### src/rtl/regfile_pkg.sv
// regfile_pkg: load size encodings, default widths and the write-back queue entry type
package regfile_pkg;
  localparam logic [1:0] SZ_BYTE = 2'b00;
  localparam logic [1:0] SZ_HALF = 2'b01;
  localparam logic [1:0] SZ_WORD = 2'b10;
  localparam int DEF_DATA_W = 32;
  localparam int DEF_ADDR_W = 5;
  typedef struct packed {
    logic [DEF_ADDR_W-1:0] dest;
    logic [DEF_DATA_W-1:0] data;
    logic                  valid;
  } wb_entry_t;
endpackage

### src/rtl/wb_queue.sv
// wb_queue: compacting FIFO of DEPTH md results; push/pop/kill-by-dest in, head/full/empty out
module wb_queue #(
  parameter int DATA_W = 32,
  parameter int ADDR_W = 5,
  parameter int DEPTH  = 2
) (
  input  logic              clock,
  input  logic              reset_n,
  input  logic              push,
  input  logic [ADDR_W-1:0] push_dest,
  input  logic [DATA_W-1:0] push_data,
  input  logic              pop,
  input  logic              kill,
  input  logic [ADDR_W-1:0] kill_dest,
  output logic [ADDR_W-1:0] head_dest,
  output logic [DATA_W-1:0] head_data,
  output logic              full,
  output logic              empty
);
  localparam int CW = $clog2(DEPTH + 1);
  logic [ADDR_W-1:0] dest_q [DEPTH];
  logic [DATA_W-1:0] data_q [DEPTH];
  logic [ADDR_W-1:0] dest_nxt [DEPTH];
  logic [DATA_W-1:0] data_nxt [DEPTH];
  logic [CW-1:0] count, count_nxt;
  assign head_dest = dest_q[0];
  assign head_data = data_q[0];
  assign full = count == CW'(DEPTH);
  assign empty = count == '0;
  always_comb begin
    int k;
    logic keep;
    dest_nxt = dest_q;
    data_nxt = data_q;
    k = 0;
    keep = 1'b0;
    for (int i = 0; i < DEPTH; i++) begin
      keep = CW'(i) < count && !(pop && i == 0) && !(kill && dest_q[i] == kill_dest);
      for (int j = 0; j < DEPTH; j++) begin
        if (keep && k == j) begin
          dest_nxt[j] = dest_q[i];
          data_nxt[j] = data_q[i];
        end
      end
      k = k + (keep ? 1 : 0);
    end
    for (int j = 0; j < DEPTH; j++) begin
      if (push && k == j) begin
        dest_nxt[j] = push_dest;
        data_nxt[j] = push_data;
      end
    end
    count_nxt = CW'(k + ((push && k < DEPTH) ? 1 : 0));
  end
  always_ff @(posedge clock or negedge reset_n) begin
    if (!reset_n) begin
      count <= '0;
      for (int i = 0; i < DEPTH; i++) begin
        dest_q[i] <= '0;
        data_q[i] <= '0;
      end
    end else begin
      count <= count_nxt;
      dest_q <= dest_nxt;
      data_q <= data_nxt;
    end
  end
endmodule

### src/rtl/regfile_writeback.sv
// regfile_writeback: merges MEM/WB results (pipe_*) and queued md results (md_*) into one registered regfile write (address_d/data_dval/write_enable)
module regfile_writeback
  import regfile_pkg::*;
#(
  parameter int DATA_W  = DEF_DATA_W,
  parameter int ADDR_W  = DEF_ADDR_W,
  parameter int Q_DEPTH = 2
) (
  input  logic              clock,
  input  logic              reset_n,
  input  logic              pipe_valid,
  input  logic [ADDR_W-1:0] pipe_dest,
  input  logic [DATA_W-1:0] pipe_data,
  input  logic              pipe_is_load,
  input  logic [1:0]        pipe_size,
  input  logic              pipe_signed,
  input  logic [1:0]        pipe_offset,
  input  logic              md_valid,
  output logic              md_ready,
  input  logic [ADDR_W-1:0] md_dest,
  input  logic [DATA_W-1:0] md_data,
  output logic [ADDR_W-1:0] address_d,
  output logic [DATA_W-1:0] data_dval,
  output logic              write_enable,
  output logic              md_pending
);
  logic [7:0] byte_lane;
  logic [15:0] half_lane;
  logic [DATA_W-1:0] pipe_res;
  logic pipe_wr, push, pop, q_full, q_empty;
  logic [ADDR_W-1:0] head_dest;
  logic [DATA_W-1:0] head_data;
  assign byte_lane = pipe_data[{pipe_offset, 3'b000} +: 8];
  assign half_lane = pipe_data[{pipe_offset[1], 4'b0000} +: 16];
  always_comb begin
    pipe_res = pipe_data;
    if (pipe_is_load)
      pipe_res = pipe_size == SZ_BYTE ? {{(DATA_W-8){pipe_signed & byte_lane[7]}}, byte_lane} :
                 pipe_size == SZ_HALF ? {{(DATA_W-16){pipe_signed & half_lane[15]}}, half_lane} :
                 pipe_data;
  end
  assign pipe_wr = pipe_valid && pipe_dest != '0;
  assign pop = !pipe_wr && !q_empty;
  assign push = md_valid && md_ready && md_dest != '0;
  assign md_ready = !q_full;
  assign md_pending = !q_empty;
  wb_queue #(.DATA_W(DATA_W), .ADDR_W(ADDR_W), .DEPTH(Q_DEPTH)) u_queue (
    .clock(clock),
    .reset_n(reset_n),
    .push(push),
    .push_dest(md_dest),
    .push_data(md_data),
    .pop(pop),
    .kill(pipe_wr),
    .kill_dest(pipe_dest),
    .head_dest(head_dest),
    .head_data(head_data),
    .full(q_full),
    .empty(q_empty)
  );
  always_ff @(posedge clock or negedge reset_n) begin
    if (!reset_n) begin
      write_enable <= 1'b0;
      address_d <= '0;
      data_dval <= '0;
    end else begin
      write_enable <= pipe_wr || pop;
      if (pipe_wr) begin
        address_d <= pipe_dest;
        data_dval <= pipe_res;
      end else if (pop) begin
        address_d <= head_dest;
        data_dval <= head_data;
      end
    end
  end
endmodule

### config.mk
export PLATFORM = sky130hd
export DESIGN_NAME = regfile_writeback
export DESIGN_NICKNAME = d
export VERILOG_FILES = /design/src/rtl/regfile_pkg.sv /design/src/rtl/wb_queue.sv /design/src/rtl/regfile_writeback.sv
export SDC_FILE = /design/constraint.sdc
export NUM_CORES = 1
export LEC_CHECK = 0
export ABC_CLOCK_PERIOD_IN_PS = 4240
export CORE_MARGIN = 2
export CORE_UTILIZATION = 43
export DETAILED_ROUTE_END_ITERATION = 10
export PLACE_DENSITY = 0.68
export REMOVE_ABC_BUFFERS = 1
export SYNTH_ARGS = -nofsm -noshare
export SYNTH_HDL_FRONTEND = slang
export SYNTH_SLANG_ARGS = --single-unit
### constraint.sdc
create_clock -name clock -period 4.24 [get_ports clock]
set_clock_uncertainty 0.05 [all_clocks]
set_input_delay 0.636 -clock clock [delete_from_list [all_inputs] [get_ports clock]]
set_output_delay 0.636 -clock clock [all_outputs]
set_load 0.03 [all_outputs]
After elaboration in Yosys (flattened, before gate mapping)
Index checks and enable logic that the tools add are counted.
{ "totals": {"ff_bits": 114, "word_cells": 64, "out_inout_bits": 40, "inputBits": 84} }
{ "op_classes": {"n_reduce_logical": 28, "eq_ne": 5, "n_shift": 2, "order_cmp": 3, "n_mux": 14, "addsub": 2, "bitwise_logic": 2} }
{ "op_table": {"columns": ["cell", "count"], "rows": [
  ["two-way mux 32 bit", 7],
  ["zero test 32 bit", 2],
  ["equality test 32 x 2 -> 1 bit (second input constant)", 1],
  ["less-than comparator 32 x 3 -> 1 bit (second input constant)", 1],
  ["variable part select 32 x 6 -> 16 bit", 1],
  ["variable part select 32 x 6 -> 8 bit", 1],
  ["two-way mux 5 bit", 4],
  ["logical AND 1 bit", 13],
  ["equality test 5 bit", 2],
  ["nonzero test 5 bit", 2],
  ["zero test 1 bit", 6],
  ["zero test 2 bit", 2],
  ["less-than comparator 1 x 2 -> 1 bit (first input constant)", 2],
  ["nonzero test 2 bit", 2],
  ["two-way mux 1 bit", 3],
  ["adder 1 x 1 -> 2 bit", 1],
  ["adder 2 bit", 1],
  ["bitwise AND 1 bit", 2],
  ["equality test 2 x 1 -> 1 bit (second input constant)", 1],
  ["equality test 2 bit (second input constant)", 1],
  ["logical OR 1 bit", 1]
]} }

Logic depth before layout (Yosys ltp)
{ "logic_depth": {"word_depth": 13, "depth_mapped": 11} }

By module
From an unflattened synthesis, not the netlist that was laid out.
{ "hier_totals": {"cells_unflattened": 632, "hier_area_um2": 6670.1} }
{ "by_module_without_submodules": {"columns": ["module", "cells_each", "area_per_inst_um2", "seq_area_each_um2", "instances"], "rows": [
  ["wb_queue", 304, 3777.4, 1901.8, 1],
  ["regfile_writeback", 328, 2892.8, 950.9, 1]
]} }

Worst setup path before layout
OpenSTA, ideal clock, no wires.
{ "synth_timing": {"kind": "input port to flip-flop", "from": "input pipe_dest[1]", "to": "register u_queue.data_q, in the netlist u_queue.head_data[0]", "path_slack_ns": 1.205, "arrival_time_ns": 2.859, "n_path_buf": 3, "stages": 10, "t_required_ns": 4.064, "cell_sequence": "or4_4 -> o21ai_4 -> buf_4 -> a31oi_1 -> nand2_1 -> ha_1 -> buf_2 -> clkbuf_1 -> mux2i_1 -> a21oi_1"} }
{ "synth_between": {"elab_chain_cells": 12, "elab_cells_between_ends": 23, "cone_classes": "1 x add/sub; 2 x eq/ne; 3 x mux; 17 x reduce/logical"} }
{ "synth_lines": {"columns": ["item", "line", "source"], "rows": [
  ["start, declared", "regfile_writeback.sv:12", "input logic [ADDR_W-1:0] pipe_dest,"],
  ["nonzero test 5 bit", "regfile_writeback.sv:42", "assign pipe_wr = pipe_valid && pipe_dest != '0;"],
  ["logical AND 1 bit", "regfile_writeback.sv:42", null],
  ["zero test 1 bit", "regfile_writeback.sv:43", "assign pop = !pipe_wr && !q_empty;"],
  ["logical AND 1 bit", "regfile_writeback.sv:43", null],
  ["zero test 1 bit", "wb_queue.sv:38", "keep = CW'(i) < count && !(pop && i == 0) && !(kill && dest_q[i] == kill_dest);"],
  ["logical AND 1 bit (2 in a row)", "wb_queue.sv:38", null],
  ["two-way mux 1 bit", "wb_queue.sv:45", "k = k + (keep ? 1 : 0);"],
  ["adder 1 x 1 -> 2 bit", "wb_queue.sv:45", null],
  ["zero test 32 bit", "wb_queue.sv:48", "if (push && k == j) begin"],
  ["logical AND 1 bit", "wb_queue.sv:48", null],
  ["two-way mux 32 bit or nonzero test 2 bit (tied branches)", null, null],
  ["end signal, assigned", "wb_queue.sv:65", "data_q <= data_nxt;"],
  ["end, declared", "wb_queue.sv:22", "logic [DATA_W-1:0] data_q [DEPTH];"]
]} }
Several ways; a longest one is shown, not always the timed one.
A chain may end at the register's enable or synchronous reset.

Worst setup path in the final report
{ "layout_timing": {"from": "input pipe_dest[1]", "to": "register u_queue.data_q, in the netlist u_queue.head_data[28]"} }
The elaborated chain is that of the path after synthesis.

==> impl_results.md <==
* Outcome: finished clean
* Synth Area in Simple Gates at 11.1%
* Leakage at 3.25 nW
* Nets at 768
* Max Fclk at 0.300 GHz
* DP HPWL at 11,900 um
* Synth-to-layout area growth at 29.8%
* Drt via density at 5.71
* Post-Route WL at 16,900 um
* CTS tree: done
* Tcrit/Tclk final at 78.6%
* Adder-cell share of the synthesized area at 0.920%
* Maximum fanout along the worst path at 38
* Syn avg cell area at 10.8 um^2
* Share of the synthesized area in the top cell type at 45.6%
* Final Power at 0.00593 W
* Setup Fix Bufs, Post-CTS at 0
* Min cycle time layout at 3330 ps
* Drt initial violations at 320
* Class of the most critical setup path: in -> reg
* FILL cells at 1,209
* Depth of the worst register-to-register path at 8
* RR Endpoint: u_queue.head_data[28]$_DFFE_PN0P_
* Clock Sink Count at 114
* ANT nets after route at 0
* Starting Density at 43.5%
* Distinct cells, synth at 45
* Initial antenna violation count at 0
* Synth Area in Compound Gates at 19.1%
* Mux contribution to synthesized area at 17.1%
* Area occupied by registers at 2850 um^2
* Number of synthesized flops with an enable pin at 0
* H-tree depth at 4
* CP arrival at 3580 ps
* Global-route wire length before repair at 27,300 um
* Synth area leaders: dfrtp_1 46%, mux2i_1 7.5%, mux2_2 7.0%
* Number of I/O pins at 124
* Antenna cell count at 0
* R2R Setup Slk at 1450 ps
* DR pass1 iterations at 7
* Post-route setup slack at 906 ps
* Synth Flop Type: dfrtp_1
* Most common cell in the netlist: dfrtp_1
* Max_cap viols at 0
* Min-delay worst type: in -> async
* XOR/XNOR share of the synthesized area at 1.40%
* Row cnt at 44
* Cts bufs inserted at 17
* Die Footprint at 15,500 um^2
* Yosys warns at 0
* Die H at 125 um
* CP required at 4480 ps
* Most frequent cells after synthesis: 114 x dfrtp_1, 53 x nor2_1, 47 x mux2i_1, 39 x mux2_2, 37 x a21oi_1
* Final count of negative-setup-slack endpoints at 0
* Post-Syn Area at 6250 um^2
* Pwr dens at 730 nW/um^2
* Hold Slack at 338 ps
* Post-cts repair resize count at 0
* Largest net degree at the start of global routing at 77
* GRT Total Usage at 22.3%
* Multi-input logic area at 3120 um^2
* Setup WS pre-CTS at 482 ps
* Post-cts hold buffer count at 0
* Number of global-route vias before repair at 5,171
* Die W at 125 um
* Post-Syn Instances at 577
* Grt ovf at 0
* Measured slew at the worst slew-check pin at 1090 ps
* Layout cell share with drive strength beyond 1 at 16.9%
* RSZ-0062 raised after global routing: no
* Via count at 4,998
* Yosys top cell by area: dfrtp_1
* Clock Latency Late Sink at 420 ps
* Post-synth ARST share at 100%
* Max VDD drop at 0.421 mV
* Worst-path clk slew at 50 ps
* FF+latch count, synth at 114
* Root Buffer Master: clkbuf_16
* Largest family of logic cells by synthesized area: compound AO/OA/AOI/OAI gates
* Crit start category: primary input
* Normalized max-slew margin at 27.6%
* PortBufs at 123
* Bufs on Longest Clock Path at 2
* Register area share after synthesis at 45.6%
* Fin. max-slew vios at 0
* Worst setup EP type: flip-flop
* Fin. Hold Viols at 0
* Routed len/inst at 19.3 um
* GPL Wtd Cong at 0.859
* DRC at 0
* RR Startpoint: u_queue.dest_q[2]$_DFFE_PN0P_
* Core box area at 14,400 um^2
* Setup_tns at 0 ps
-- critical path: stages --
cell	delay (ps)
clkdlybuf4s50_1	490
or4_4	600
o21ai_4	200
a31oi_1	80
nand2_1	180
ha_1	230
o2111ai_4	550
buf_12	410
nor2_1	110
a21oi_1	60
-- stage by stage --
step | cell area, um^2 | utilization [%] | cells
floorplan | 5980 | - | 526
global placement | 7590 | 52.8 | 845
detailed placement | 7590 | 52.8 | 845
CTS | 8120 | 56.5 | 875
global route | 8120 | 56.5 | 875
finish | 8120 | 56.5 | 875
-- final cells by class --
type	count	area share (%)
inverters	8	0.370
clock inverters	7	0.739
clock buffers	23	5.76
repair buffers	135	16.7
well taps	184	2.83
flip-flops and latches	114	35.1
multi-input cells	404	38.5
-- routing by layer --
metal	GRT usage, %	vias up	part of all wire (%)	routed length (um)
met5	0	-	0	0
met4	8.72	0	2.0	331
met3	4.47	22	3.8	640
met2	37.8	130	51	8580
met1	28.0	2517	43	7340
li1	-	2329	-	-
-- power by group --
group / total (W) / leakage (nW) / internal [W] / switching, W
sequential: 0.00195 / 1.31 / 0.00163 / 0.000323
clock: 0.00129 / 0.266 / 0.000820 / 0.000468
combinational: 0.00269 / 1.67 / 0.00126 / 0.00143
-- how the worst max path moves through the flow --
stage / from / endpoint / slack, ps / depth (start not counted)
floorplan: u_queue.count[1]$_DFF_PN0_ / u_queue.head_data[0]$_DFFE_PN0P_ / -960 / 7
global placement: pipe_dest[1] / u_queue.head_data[28]$_DFFE_PN0P_ / 650 / 10
detailed placement: pipe_dest[1] / u_queue.head_data[28]$_DFFE_PN0P_ / 480 / 10
CTS: pipe_dest[1] / u_queue.head_data[28]$_DFFE_PN0P_ / 920 / 10
global route: pipe_dest[1] / u_queue.head_data[29]$_DFFE_PN0P_ / 770 / 10
finish: pipe_dest[1] / u_queue.head_data[28]$_DFFE_PN0P_ / 910 / 10
-- sequential cells by signal (all words and copies together) (netlist names) --
| name | count |
|---|---|
| data_dval | 32 |
| u_queue.head_data | 32 |
| u_queue.head_dest | 5 |
| u_queue.count | 2 |
| u_queue.data_q | 32 |
| write_enable | 1 |
| address_d | 5 |
| u_queue.dest_q | 5 |
-- cell families (layout without fill, tap and decap cells) --
group / after synthesis / in the layout
AO/OA/AOI/OAI: 153 / 153
AND/OR/NAND/NOR: 144 / 144
flip-flops: 114 / 114
multiplexers: 93 / 93
buffers and inverters: 59 / 173
XOR/XNOR: 10 / 10
adder cells (fa/ha/maj): 4 / 4
-- cell usage in the layout (no fill, tap or decap), types with 10 or more instances in the layout --
| cell type | synthesis | layout |
|---|---|---|
| clkdlybuf4s50_1 | 0 | 122 |
| dfrtp_1 | 114 | 114 |
| nor2_1 | 53 | 52 |
| mux2i_1 | 47 | 47 |
| mux2_2 | 39 | 39 |
| a21oi_1 | 37 | 37 |
| nand2_1 | 27 | 27 |
| nand2b_1 | 25 | 25 |
| o21ai_0 | 25 | 25 |
| a22oi_1 | 23 | 23 |
| a221oi_2 | 22 | 22 |
| nor3_1 | 18 | 18 |
| clkbuf_16 | 0 | 17 |
| o22ai_1 | 14 | 14 |
| buf_4 | 7 | 10 |
(Power assumes the default switching activity.)
==> variant 1, RTL diff (same settings) <==
Reset style: synchronous (`reset_n`), changed in 2 clocked blocks.
--- a/src/rtl/wb_queue.sv
+++ b/src/rtl/wb_queue.sv
@@ -52,7 +52,7 @@
     end
     count_nxt = CW'(k + ((push && k < DEPTH) ? 1 : 0));
   end
-  always_ff @(posedge clock or negedge reset_n) begin
+  always_ff @(posedge clock) begin
     if (!reset_n) begin
       count <= '0;
       for (int i = 0; i < DEPTH; i++) begin
--- a/src/rtl/regfile_writeback.sv
+++ b/src/rtl/regfile_writeback.sv
@@ -58,7 +58,7 @@
     .full(q_full),
     .empty(q_empty)
   );
-  always_ff @(posedge clock or negedge reset_n) begin
+  always_ff @(posedge clock) begin
     if (!reset_n) begin
       write_enable <= 1'b0;
       address_d <= '0;
Function: differs if reset_n is asserted again (counterexample within 4 cycles, from zero or initial values and one cycle with reset_n low); with reset_n held inactive, the same outputs for 10 cycles.
==> variant 1 against the unedited design <==
  * Final area shrank 3.8%
  * Wire length is 8.3% higher
  * Hold slack better by 0.067 ns
  * Synthesized area shrank 2.9%
  * Sequential cell count did not move
  * Worst setup slack better by 0.15 ns
  * Final cell count is 15% higher
  * Non-clock buffer count up 2
  * First-iteration DRC count up 66%
Power is not compared: it rests on default switching activity, and its combinational part moved more than twofold at a synthesized area within 25%.
==> variant 1: results <==
group,metric,value,unit
global_routing,first_global_vias,5680,
detailed_routing,drt-met1-wl,7990,um
finish,drive_gt1_share,11.9,%
detailed_routing,route.met3.wl,1520,um
placement,dp.cells,980,
global_routing,antenna_found_initial,1,
global_routing,grt_max_degree,122,
setup_path,critPathSlowestCell,"clkdlybuf4s50_1",
logic_synthesis,synth_seq_area_share,37.6,%
finish,seqCellArea,0.00228,sq mm
logic_synthesis,synth_top_flop_cell,"dfxtp_1",
hold_path,hold_path.class,"reg -> reg",
global_routing,gr-usage-met3,6.60,%
placement,gp_congestion,0.854,
run_status,status,"finished, final reports clean",
setup_path,path_max_fanout,33,
sta,holdWs,0.405,ns
logic_synthesis,syn_area_per_cell,8.28,sq um
detailed_routing,viasPerCell,5.88,
placement,dpl_cell_area,0.00732,sq mm
logic_synthesis,synth_xor_area_share,1.44,%
setup_path,rrSetupSlack,1.54,ns
logic_synthesis,netlist_top_cells_count,"114 x dfxtp_1, 103 x o21ai_0, 89 x nand3_1, 82 x nand2_1, 53 x nor2_1",
logic_synthesis,synth-compound-area-share,21.1,%
detailed_routing,wl_met2,8350,um
placement,dp_worst_setup_slack,0.691,ns
detailed_routing,wire_per_inst,18.2,um
global_routing,met2_usage,38.6,%
placement,hpwl,12000,um
detailed_routing,drtIter0Drc,532,
global_routing,grt_util_all_layers,24.9,%
detailed_routing,firstDrtPassIters,5,
logic_synthesis,synthDistinctLibCells,49,
## variant 1: cell types whose count changed after synthesis, sizes merged, moves of 18 or more
cell	unedited run	this run
a21oi	37	13
a22oi	23	1
dfrtp	114	0
dfxtp	0	114
mux2i	47	0
nand2	27	82
nand2b	25	3
nand3	1	89
o21ai	26	125
or3	0	18
## variant 1: path summary, 6_finish.rpt
check | start | endpoint | depth (start not counted)
min reg2reg | u_queue.data_q[17] | u_queue.data_q[17] | 2
min | u_queue.data_q[17] | u_queue.data_q[17] | 2
max reg2reg | u_queue.dest_q[0] | u_queue.head_data[28] | 8
max | pipe_dest[2] | u_queue.head_data[28] | 9
## variant 1: area by class of cell
class	instances	area share, %
Multi-Input combinational cell	539	43.7
Antenna cell	1	0.0320
Tap cell	180	2.88
Clock inverter	1	0.0640
Timing Repair Buffer	137	17.4
Clock buffer	24	6.29
Sequential cell	114	29.2
Inverter	10	0.480
==> variant 2, RTL diff (config.mk and constraints unchanged) <==
Made on the original files. Change the package constant `DEF_DATA_W` from 32 to 16.
--- a/src/rtl/regfile_pkg.sv
+++ b/src/rtl/regfile_pkg.sv
@@ -3,7 +3,7 @@
   localparam logic [1:0] SZ_BYTE = 2'b00;
   localparam logic [1:0] SZ_HALF = 2'b01;
   localparam logic [1:0] SZ_WORD = 2'b10;
-  localparam int DEF_DATA_W = 32;
+  localparam int DEF_DATA_W = 16;
   localparam int DEF_ADDR_W = 5;
   typedef struct packed {
     logic [DEF_ADDR_W-1:0] dest;
Interface: changed (resized data_dval, md_data and pipe_data); port bits go from 124 to 76. The function was not compared with the original's and may differ.
==> variant 2 against the unedited design <==
  * Combinational power shrank 54%
  * Total power shrank 49%
  * Sequential power shrank 43%
  * Final area shrank 46%
  * Wire length shrank 56%
  * Sequential cell count shrank 48
  * Worst setup slack gained 0.26 ns
  * Highest routed layer unchanged
  * Synthesized area shrank 47%
  * Register-to-register slack gained 0.28 ns
==> variant 2: results <==
group,metric,value,unit
finish,seq_cells,66,
setup_path,timing.rr.end,"u_queue.head_data[11]",
setup_path,rrSetupSlack,1.73,ns
run_status,status,"finished, final reports clean",
setup_path,crit_start,"pipe_dest[0]",
finish,clock_cell_area_share,5.77,%
placement,dp.cells,457,
detailed_routing,wl_met2,3350,um
setup_path,path_max_fanout,44,
detailed_routing,wl,7520,um
placement,portBuffers,75,
pwr,peakVddDrop,0.000272,V
global_routing,first_global_vias,2516,
finish,buf_share,17.9,%
placement,dp_worst_setup_slack,0.801,ns
detailed_routing,viasPerCell,5.29,
logic_synthesis,synth_seq_area_share,49.5,%
finish,multi_input_cells,206,
finish,nClkBuffers,12,
sta,fin_crit,3.07,ns
finish,multiInputGateArea,0.00155,sq mm
detailed_routing,route.met3.wl,421,um
clock_tree,clk_pin_slew,0.07,ns
detailed_routing,firstDrtPassIters,4,
setup_path,worstPathArrival,3.23,ns
clock_tree,cts_buffers,9,
die,row_count,32,
setup_path,endpoint,"u_queue.count[0]",
detailed_routing,drtIter0Drc,92,
setup_path,rr_worst_depth,6,
finish,inverters,3,
placement,gp_congestion,0.848,
clock_tree,clock-root-buffer,"clkbuf_8",
-- variant 2: power by group through the flow --
stage | clock network [mW] | logic (mW) | registers, mW
after CTS | 0.681 | 1.26 | 1.11
final | 0.670 | 1.24 | 1.11
after global placement | 0 | 1.23 | 1.11
after global routing | 0.703 | 1.36 | 1.14
after detailed placement | 0 | 1.26 | 1.12
after floorplan | 0 | 0.734 | 1.21
-- variant 2: kinds of logic (layout without fill, tap and decap cells) --
logic type / Yosys count / count (layout) / synth area share (%)
AO/OA/AOI/OAI: 71 / 71 / 13.7
adder cells (fa/ha/maj): 4 / 4 / 1.72
XOR/XNOR: 10 / 10 / 2.62
flip-flops: 66 / 66 / 49.5
multiplexers: 64 / 64 / 20.0
buffers and inverters: 23 / 99 / 4.16
AND/OR/NAND/NOR: 57 / 57 / 8.36
-- variant 2: critical path, stage by stage --
cell,delay (ns)
clkdlybuf4s50_1,0.50
or4_4,0.58
o21ai_4,0.15
buf_4,0.41
nor3_1,0.15
ha_1,0.25
nor2_1,0.12
fa_1,0.43
